**config.mk**
```make
export PLATFORM = sky130hd
export DESIGN_NAME = board_clock_reset_unit
export DESIGN_NICKNAME = d
export VERILOG_FILES = /design/src/rtl/board_clock_reset_unit.sv
export SDC_FILE = /design/constraint.sdc
export NUM_CORES = 1
export LEC_CHECK = 0
export BUFFER_PORTS_ARGS = -buffer_cell sky130_fd_sc_hd__buf_2
export CAP_MARGIN = 20
export CORE_ASPECT_RATIO = 0.9
export CORE_UTILIZATION = 50
export CTS_CLUSTER_DIAMETER = 80
export CTS_CLUSTER_SIZE = 40
export DETAILED_ROUTE_END_ITERATION = 6
export PLACE_DENSITY = 0.66
export SLEW_MARGIN = 0
export SYNTH_ARGS = -nofsm -noshare
export SYNTH_HDL_FRONTEND = slang
export SYNTH_SLANG_ARGS = --single-unit
```
**constraint.sdc**
```tcl
create_clock -name clock -period 4.5 [get_ports clock]
set_input_delay 0 -clock clock [delete_from_list [all_inputs] [get_ports clock]]
set_output_delay 0 -clock clock [all_outputs]
set_load 0.02 [all_outputs]
```
**src/rtl/board_clock_reset_unit.sv**
```systemverilog
// board_clock_reset_unit
//
// Board-support front end placed between the FPGA pins and the rvsteel core.
// It provides a divided system clock with a matching clock-enable pulse,
// debounced button channels with edge pulses, and a stretched core reset
// that is released in step with the divided clock.
//
// Ports:
//   clock             in   board clock, the only clock in the block
//   reset             in   asynchronous active-low reset
//   buttons           in   raw active-high button levels, asynchronous
//   clock_div         out  divided clock, 50% duty, period CLOCK_DIVIDER
//   clock_enable      out  one-cycle pulse in the cycle clock_div rises
//   buttons_debounced out  debounced button levels
//   buttons_rise      out  one-cycle pulse on a debounced 0->1 change
//   buttons_fall      out  one-cycle pulse on a debounced 1->0 change
//   core_reset        out  active-high reset for the core
//
// Core reset FSM states:
//   state      | meaning
//   HOLD       | core_reset high, counting clean cycles after release/request
//   WAIT_ALIGN | hold time done, waiting for the next clock_div rising edge
//   RUN        | core_reset low, watching for a button reset request

module board_clock_reset_unit #(
  parameter int CLOCK_DIVIDER     = 2,
  parameter int NUM_BUTTONS       = 1,
  parameter int DEBOUNCE_CYCLES   = 1000000,
  parameter int RESET_HOLD_CYCLES = 16,
  parameter int RESET_FROM_BUTTON = 1
) (
  input  logic                   clock,
  input  logic                   reset,
  input  logic [NUM_BUTTONS-1:0] buttons,
  output logic                   clock_div,
  output logic                   clock_enable,
  output logic [NUM_BUTTONS-1:0] buttons_debounced,
  output logic [NUM_BUTTONS-1:0] buttons_rise,
  output logic [NUM_BUTTONS-1:0] buttons_fall,
  output logic                   core_reset
);

  localparam int HALF   = CLOCK_DIVIDER / 2;
  localparam int DIV_W  = (HALF > 1) ? $clog2(HALF) : 1;
  localparam int DEB_W  = $clog2(DEBOUNCE_CYCLES + 1);
  localparam int HOLD_W = $clog2(RESET_HOLD_CYCLES + 1);

  localparam logic [DIV_W-1:0]  DIV_LAST  = DIV_W'(HALF - 1);
  localparam logic [DEB_W-1:0]  DEB_LAST  = DEB_W'(DEBOUNCE_CYCLES - 1);
  localparam logic [HOLD_W-1:0] HOLD_LAST = HOLD_W'(RESET_HOLD_CYCLES - 1);

  // ---------------------------------------------------------------- divider
  logic [DIV_W-1:0] div_cnt;
  logic             div_wrap;
  logic             div_rise;

  assign div_wrap = (div_cnt == DIV_LAST);
  // True on the edge that will take clock_div from 0 to 1.
  assign div_rise = div_wrap & ~clock_div;

  always_ff @(posedge clock or negedge reset) begin
    if (!reset) begin
      div_cnt      <= '0;
      clock_div    <= 1'b0;
      clock_enable <= 1'b0;
    end else begin
      clock_enable <= div_rise;
      if (div_wrap) begin
        div_cnt   <= '0;
        clock_div <= ~clock_div;
      end else begin
        div_cnt <= div_cnt + 1'b1;
      end
    end
  end

  // ---------------------------------------------------------------- buttons
  logic [NUM_BUTTONS-1:0] btn_meta;
  logic [NUM_BUTTONS-1:0] btn_sync;
  logic [DEB_W-1:0]       deb_cnt [NUM_BUTTONS];

  always_ff @(posedge clock or negedge reset) begin
    if (!reset) begin
      btn_meta          <= '0;
      btn_sync          <= '0;
      buttons_debounced <= '0;
      buttons_rise      <= '0;
      buttons_fall      <= '0;
      for (int i = 0; i < NUM_BUTTONS; i++) begin
        deb_cnt[i] <= '0;
      end
    end else begin
      btn_meta     <= buttons;
      btn_sync     <= btn_meta;
      buttons_rise <= '0;
      buttons_fall <= '0;
      for (int i = 0; i < NUM_BUTTONS; i++) begin
        if (btn_sync[i] != buttons_debounced[i]) begin
          // Accept on the DEBOUNCE_CYCLES-th consecutive differing sample.
          if (deb_cnt[i] == DEB_LAST) begin
            deb_cnt[i]           <= '0;
            buttons_debounced[i] <= btn_sync[i];
            buttons_rise[i]      <= btn_sync[i];
            buttons_fall[i]      <= ~btn_sync[i];
          end else begin
            deb_cnt[i] <= deb_cnt[i] + 1'b1;
          end
        end else begin
          deb_cnt[i] <= '0;
        end
      end
    end
  end

  // ------------------------------------------------------------- core reset
  typedef enum logic [1:0] {HOLD, WAIT_ALIGN, RUN} state_t;

  state_t            state;
  logic [1:0]        rst_sync;
  logic [HOLD_W-1:0] hold_cnt;
  logic              btn_req;

  assign btn_req = (RESET_FROM_BUTTON != 0) ? buttons_debounced[0] : 1'b0;

  always_ff @(posedge clock or negedge reset) begin
    if (!reset) begin
      state      <= HOLD;
      rst_sync   <= 2'b00;
      hold_cnt   <= '0;
      core_reset <= 1'b1;
    end else begin
      rst_sync <= {rst_sync[0], 1'b1};
      case (state)
        HOLD: begin
          core_reset <= 1'b1;
          if (btn_req) begin
            hold_cnt <= '0;
          end else if (rst_sync[1]) begin
            if (hold_cnt == HOLD_LAST) begin
              hold_cnt <= '0;
              state    <= WAIT_ALIGN;
            end else begin
              hold_cnt <= hold_cnt + 1'b1;
            end
          end
        end
        WAIT_ALIGN: begin
          // A request wins over alignment so a press never slips through.
          if (btn_req) begin
            hold_cnt <= '0;
            state    <= HOLD;
          end else if (div_rise) begin
            core_reset <= 1'b0;
            state      <= RUN;
          end
        end
        RUN: begin
          if (btn_req) begin
            core_reset <= 1'b1;
            hold_cnt   <= '0;
            state      <= HOLD;
          end
        end
        default: begin
          core_reset <= 1'b1;
          hold_cnt   <= '0;
          state      <= HOLD;
        end
      endcase
    end
  end

endmodule

```
==> results of run 1 <==
-- registers in the layout (all words and copies together), names as in the netlist, 2 cells and up --
| register | flops |
|---|---|
| state | 2 |
| deb_cnt | 20 |
| rst_sync | 2 |
| hold_cnt | 5 |
-- power breakdown --
| group | switching [mW] | internal [mW] | leakage, nW |
|---|---|---|---|
| registers | 0.0225 | 0.352 | 0.474 |
| logic | 0.0845 | 0.0597 | 0.349 |
| clock network | 0.118 | 0.164 | 0.0541 |
| total | 0.225 | 0.576 | 0.877 |
-- cell usage after synthesis --
cell	n	area, um^2
o2111ai_1	1	8.76
nand4_1	4	25.0
or3_1	2	12.5
a31o_2	1	8.76
nand4b_1	1	8.76
o32ai_1	1	8.76
inv_1	11	41.3
o21ai_2	1	8.76
or4_1	2	15.0
and4_1	1	8.76
nand2_1	9	33.8
a21oi_2	1	8.76
nor2_1	23	86.3
dfstp_2	1	26.3
nand2b_1	4	25.0
nor3b_1	3	22.5
or3_4	1	11.3
and3_1	5	31.3
o22a_1	1	8.76
conb_1	1	3.75
nor4_1	5	31.3
buf_6	1	11.3
nor2b_1	1	6.26
clkbuf_1	2	7.51
ha_1	5	62.6
o221ai_1	1	8.76
a21oi_1	9	45.0
xnor2_1	13	114
mux2_4	1	15.0
nand4_4	2	42.5
nor4b_1	1	8.76
dfrtp_1	35	876
mux2i_1	1	10.0
a21o_1	1	7.51
xor2_1	3	26.3
and3b_1	1	8.76
nor3_1	6	30.0
o21ai_0	2	10.0
buf_4	1	7.51
nand3_1	10	50.1
-- layer usage --
| metal | GRT usage | wire length [um] | vias up | part of all wire |
|---|---|---|---|---|
| li1 | - | - | 636 | - |
| met1 | 0.251 | 1530 | 624 | 0.46 |
| met2 | 0.371 | 1720 | 13 | 0.51 |
| met3 | 0.0523 | 64 | 2 | 0.019 |
| met4 | 0.114 | 24 | 0 | 0.0072 |
| met5 | 0 | 0 | - | 0 |
-- critical path, delay by kind of cell, from the launching register on --
| kind | cells | cell delay, ns |
|---|---|---|
| compound gates | 1 | 0.68 |
| simple gates | 3 | 0.54 |
| flops | 1 | 0.40 |
| fa+ha+maj | 1 | 0.23 |
-- cells by family (layout without fill, tap and decap cells) --
logic type / after synthesis / count (layout) / synth area share
compound gates: 19 / 19 / 0.0695
fa+ha+maj: 5 / 5 / 0.0351
mux: 2 / 2 / 0.0140
buf+inv: 15 / 29 / 0.0379
other cells: 1 / 1 / 0.00210
simple gates: 81 / 81 / 0.257
xor+xnor: 16 / 16 / 0.0786
flops: 36 / 36 / 0.506
-- cell type report --
| class | count | area (um^2) |
|---|---|---|
| tap | 44 | 55.1 |
| fill | 306 | 1420 |
| multi-input combinational | 124 | 813 |
| sequential | 36 | 902 |
| clock inverter | 3 | 42.5 |
| inverter | 11 | 41.3 |
| clock buffer | 5 | 68.8 |
| timing repair buffer | 10 | 60.1 |
-- metrics by stage --
| stage | util | setup WS [ns] |
|---|---|---|
| 2_1_floorplan | - | 2.77 |
| 6_report | 0.583 | 2.50 |
| 4_1_cts | 0.583 | 2.50 |
| 3_5_place_dp | 0.544 | 2.51 |
| 3_3_place_gp | 0.544 | 2.59 |
| 5_1_grt | 0.583 | 2.29 |
-- repair_timing --
item,4_1_cts,5_1_grt
endpoints found under the hold margin,36,0
hold buffers,2,0
endpoints found under the setup margin,0,0
-- final timing paths --
kind	start	to	slack (ns)	depth (start not counted)
max in group asynchronous	reset	deb_cnt[12]$_DFF_PN0_	3.68	2
min in group clock	buttons	btn_meta$_DFF_PN0_	0.34	2
min	reset	btn_sync$_DFF_PN0_	0.33	2
max	deb_cnt[0]$_DFF_PN0_	deb_cnt[6]$_DFF_PN0_	2.50	5
min reg2reg	btn_meta$_DFF_PN0_	btn_sync$_DFF_PN0_	0.35	0
max reg2reg	deb_cnt[0]$_DFF_PN0_	deb_cnt[6]$_DFF_PN0_	2.50	5
==> flow_summary.ini, run 1 <==
[grt]
grt_pass1_vias = 1314
antenna_found_initial = 0
grt_max_degree = 37
grt.overflow.total = 0
grt_util_all_layers = 0.216
grt_first_pass_wirelength_mm = 5.93

[placement]
gp_congestion = 0.828
placed_area_um2 = 1850
hpwlAfterDp_mm = 2.35
post-place-cells = 223
port_buffers = 8

[power]
ir_drop_mv = 0.224
p_total_mw = 0.801
power.leakage_nw = 0.877
powerDensity_nw_per_um2 = 404

[timing]
worst_pin_slew_ns = 0.765
clock.fmax_mhz = 500
slew_headroom = 0.490
holdWs_ns = 0.329
fin_skew_ns = 0.00701
grt_setup_unrepaired = no
setup_viol = 0
min_period_ns = 2.00
finalHoldViolCount = 0
period_share = 0.445
finalMaxSlewViolations = 0
tns_ns = 0

[critical_path]
path_cells = ha_1, and3_1, nand3_1, o21ai_2, nor2_1
arrival_ns = 2.15
crit_path_start_kind = flop
required_ns = 4.65
cp-end-kind = flop
crit_slowest_cell = o21ai_2
crit_type = reg2reg
crit_fanout = 18
slowest_delay_ns = 0.68

[logic_synthesis]
synth_cells = 175
syn_nets = 183
ys_ff_latch = 36
ys.warnings.count = 0
netlist_area_um2 = 1780
ys_types = 40
ys_seq_area_frac = 0.506
syn_area_per_cell_um2 = 10.2

[floorplanning]
io_pins = 9
std_cell_rows = 20
initial_utilization = 0.524
die_h_um = 58.7
die_w_um = 64.9
core_um2 = 3400
die-area_um2 = 3810

[clock_network]
numCtsBuffers = 5
cts_num_sinks = 36
cts-root-buf = clkbuf_8
clkSlewWorstSetupHoldPaths_ns = 0.08
post_cts_buffers = 0
cts_tree = built
clock_path_buffers = 2
htreeDepth = 2
cts_resized = 0
clock_latency_ns = 0.29

[route]
routed_wirelength_mm = 3.34
vias = 1275
route.detailed.drc = 0
firstDrtPassIters = 4
wire_per_inst_um = 14.3
drt_iter0_drc = 55
antenna_left = 0
viasPerCell = 5.47

[final_layout]
stdcell_area_um2 = 1980
diodes = 0
layout.cells.most_common_list = dfrtp_1, nor2_1, xnor2_1, inv_1, nand3_1
area_growth_pct = 11.2
layout.nets = 196
drive_above_1_share = 0.127
mostFrequentLayoutCell = dfrtp_1
fin_cells = 233

[worst_hold_path]
hold_class = in2async

[job]
cap_violations = 0

[status]
status = finished, final reports clean
No activity file was read; power rests on OpenSTA's default activity.
==> inputs of run 2 (changes only) <==
--- a/config.mk
+++ b/config.mk
@@ -5,6 +5,7 @@
 export SDC_FILE = /design/constraint.sdc
 export NUM_CORES = 1
 export LEC_CHECK = 0
+export ABC_AREA = 1
 export BUFFER_PORTS_ARGS = -buffer_cell sky130_fd_sc_hd__buf_2
 export CAP_MARGIN = 20
 export CORE_ASPECT_RATIO = 0.9
==> constraint.sdc (replaced) <==
create_clock -name clock -period 1.9 [get_ports clock]
set_input_delay 0 -clock clock [delete_from_list [all_inputs] [get_ports clock]]
set_output_delay 0 -clock clock [all_outputs]
set_load 0.02 [all_outputs]
==> flow_summary.ini, run 2 <==
[critical_path]
crit_type = reg2reg
required_ns = 2.08
crit_fanout = 8
slowest_delay_ns = 0.38
crit_slowest_cell = dfrtp_1
r2r_start = state[0]$_DFFE_PN0P_
worst_path_most_repeated_cell = nand2_1
arrival_ns = 1.69
crit_path_start_kind = flop
path_cells = inv_1, ha_1, inv_1, o21bai_1, nand2_1, nand2_1, nand2_1, o21ai_0, nor2_1
r2r_cells = 9
r2r_end = hold_cnt[3]$_DFFE_PN0P_
cp-end-kind = flop
r2r_slack_ns = 0.39

[final_layout]
layout.nets = 253
drive_above_1_share = 0.183
area_growth_pct = 11.2
largest_reg_flops = 20
stdcell_area_um2 = 2130
mostFrequentLayoutCell = nor2_1
diodes = 0
top_register = deb_cnt
top_regs = deb_cnt: 20 flops, hold_cnt: 5 flops
n_fill_cell = 307
layout.cells.most_common_list = nor2_1, nand2_1, dfrtp_1, inv_1, nand3_1

[status]
status = finished, final reports clean

[timing]
min_period_ns = 1.51
fin_skew_ns = 0.00448
grt_setup_unrepaired = no
slew_headroom = 0.487
tns_ns = 0
setup_viol = 0
finalHoldViolCount = 0
clock.fmax_mhz = 662
finalMaxSlewViolations = 0
period_share = 0.795
worst_pin_slew_ns = 0.769
holdWs_ns = 0.327

[logic_synthesis]
synth.area.mux_share = 0
synth.most_common_cell = nor2_1
ys_types = 29
synth_simple_gate_area_frac = 0.347
syn_nets = 237
synth_edf_count = 0
netlist_top_cells_count = nor2_1, nand2_1, dfrtp_1
synthAdderAreaFrac = 0.0326
netlist_area_um2 = 1920
ys.warnings.count = 0
yosys.area.top_type = dfrtp_1
synth_top_family_by_area = simple AND/OR/NAND/NOR gates
ys_seq_area_frac = 0.471
ys_ff_latch = 36
synth_cells = 229
synth_xor_area_frac = 0.0457
synth_top_area_share = 0.457
syn_area_per_cell_um2 = 8.37
synthFlopType = dfrtp_1
synthTopCellsByArea = dfrtp_1, nor2_1, nand2_1
synth_compound_area_frac = 0.0431
async_flop_share = 1.00

[floorplanning]
die_w_um = 67.3
core_um2 = 3530
die_h_um = 60.7
io_pins = 9
die-area_um2 = 4090
std_cell_rows = 20
initial_utilization = 0.543

[route]
m1WireLength_mm = 1.90
vias = 1439
viasPerCell = 4.96
drt_iter0_drc = 77
wl_met2_mm = 1.42
route.detailed.drc = 0
routed_wirelength_mm = 3.54
met3WireLength_um = 172
antenna_left = 0
firstDrtPassIters = 4
highest_layer = met4
wire_per_inst_um = 12.2

[job]
cap_violations = 0

[power]
switching_share = 0.298
ir_drop_mv = 0.740
seqPwrFrac = 0.452
switchingPower_mw = 0.583
power.leakage_nw = 0.977
p_clk_frac = 0.339
intPower_mw = 1.37
combPwrFrac = 0.209
powerDensity_nw_per_um2 = 918

[grt]
grt_util_all_layers = 0.209
antenna_found_initial = 0
grt_pass1_vias = 1341
grt_first_pass_wirelength_mm = 6.13
grt_max_degree = 37
grt.overflow.total = 0

[placement]
port_buffers = 8
gp_congestion = 0.830
hpwlAfterDp_mm = 2.66
placed_area_um2 = 2000

[clock_network]
numCtsBuffers = 5
clock_path_buffers = 2
htreeDepth = 2
cts_tree = built
cts_num_sinks = 36
cts-root-buf = clkbuf_8
cts_resized = 0
clock_latency_ns = 0.29
clkSlewWorstSetupHoldPaths_ns = 0.07

[worst_hold_path]
hold_class = in2async
-- run 2: worst max-delay path, delay by kind of cell (launching register included) --
family,cells,cell delay [ns]
AND/OR/NAND/NOR,4,0.41
flip-flops,1,0.38
adder cells (fa/ha/maj),1,0.25
AO/OA/AOI/OAI,2,0.19
buffers and inverters,2,0.16
-- run 2: stage by stage --
| stage | cells | total power, mW | setup slack [ns] | utilization |
|---|---|---|---|---|
| floorplan | 229 | 1.20 | 0.570 | - |
| global placement | 280 | 1.30 | 0.434 | 0.568 |
| detailed placement | 280 | 1.31 | 0.408 | 0.568 |
| CTS | 290 | 1.98 | 0.384 | 0.604 |
| global route | 290 | 2.08 | 0.291 | 0.604 |
| finish | 290 | 1.96 | 0.389 | 0.604 |
-- run 2: repair_timing --
item	in CTS	in global routing
hold buffers	2	0
buffers inserted	0	0
hold endpoints to repair	36	0
-- run 2: layout make-up --
class	count	area (um^2)	share of cell area
sequential	36	902	0.423
multi-input combinational	164	901	0.423
inverter	28	106	0.0499
clock buffer	6	72.6	0.0340
timing repair buffer	10	60.1	0.0282
tap	44	55.1	0.0258
clock inverter	2	35.0	0.0164
-- run 2: kinds of logic (layout without fill, tap and decap cells) --
family	after synthesis	after routing
AO/OA/AOI/OAI	15	15
flip-flops	36	36
adder cells (fa/ha/maj)	5	5
AND/OR/NAND/NOR	133	133
other	1	1
XOR/XNOR	10	10
buffers and inverters	29	46
-- run 2: worst max path at each step --
| stage | startpoint | endpoint | slack (ns) |
|---|---|---|---|
| global route | state[0]$_DFFE_PN0P_ | hold_cnt[3]$_DFFE_PN0P_ | 0.29 |
| detailed placement | state[0]$_DFFE_PN0P_ | hold_cnt[3]$_DFFE_PN0P_ | 0.41 |
| finish | state[0]$_DFFE_PN0P_ | hold_cnt[3]$_DFFE_PN0P_ | 0.39 |
| floorplan | state[0]$_DFFE_PN0P_ | hold_cnt[3]$_DFFE_PN0P_ | 0.57 |
| global placement | state[0]$_DFFE_PN0P_ | hold_cnt[3]$_DFFE_PN0P_ | 0.43 |
| CTS | state[0]$_DFFE_PN0P_ | hold_cnt[3]$_DFFE_PN0P_ | 0.38 |
-- run 2: power by group through the flow --
stage	combinational, mW	sequential [mW]	clock [mW]
6_report	0.410	0.884	0.663
2_1_floorplan	0.302	0.902	0
5_1_grt	0.471	0.891	0.717
3_5_place_dp	0.411	0.898	0
3_3_place_gp	0.401	0.898	0
4_1_cts	0.416	0.884	0.682
-- run 2: routing by layer --
metal	track usage	vias to the layer above
met5	0	-
met4	0.0638	0
met3	0.0508	5
met2	0.297	28
met1	0.313	658
li1	-	748
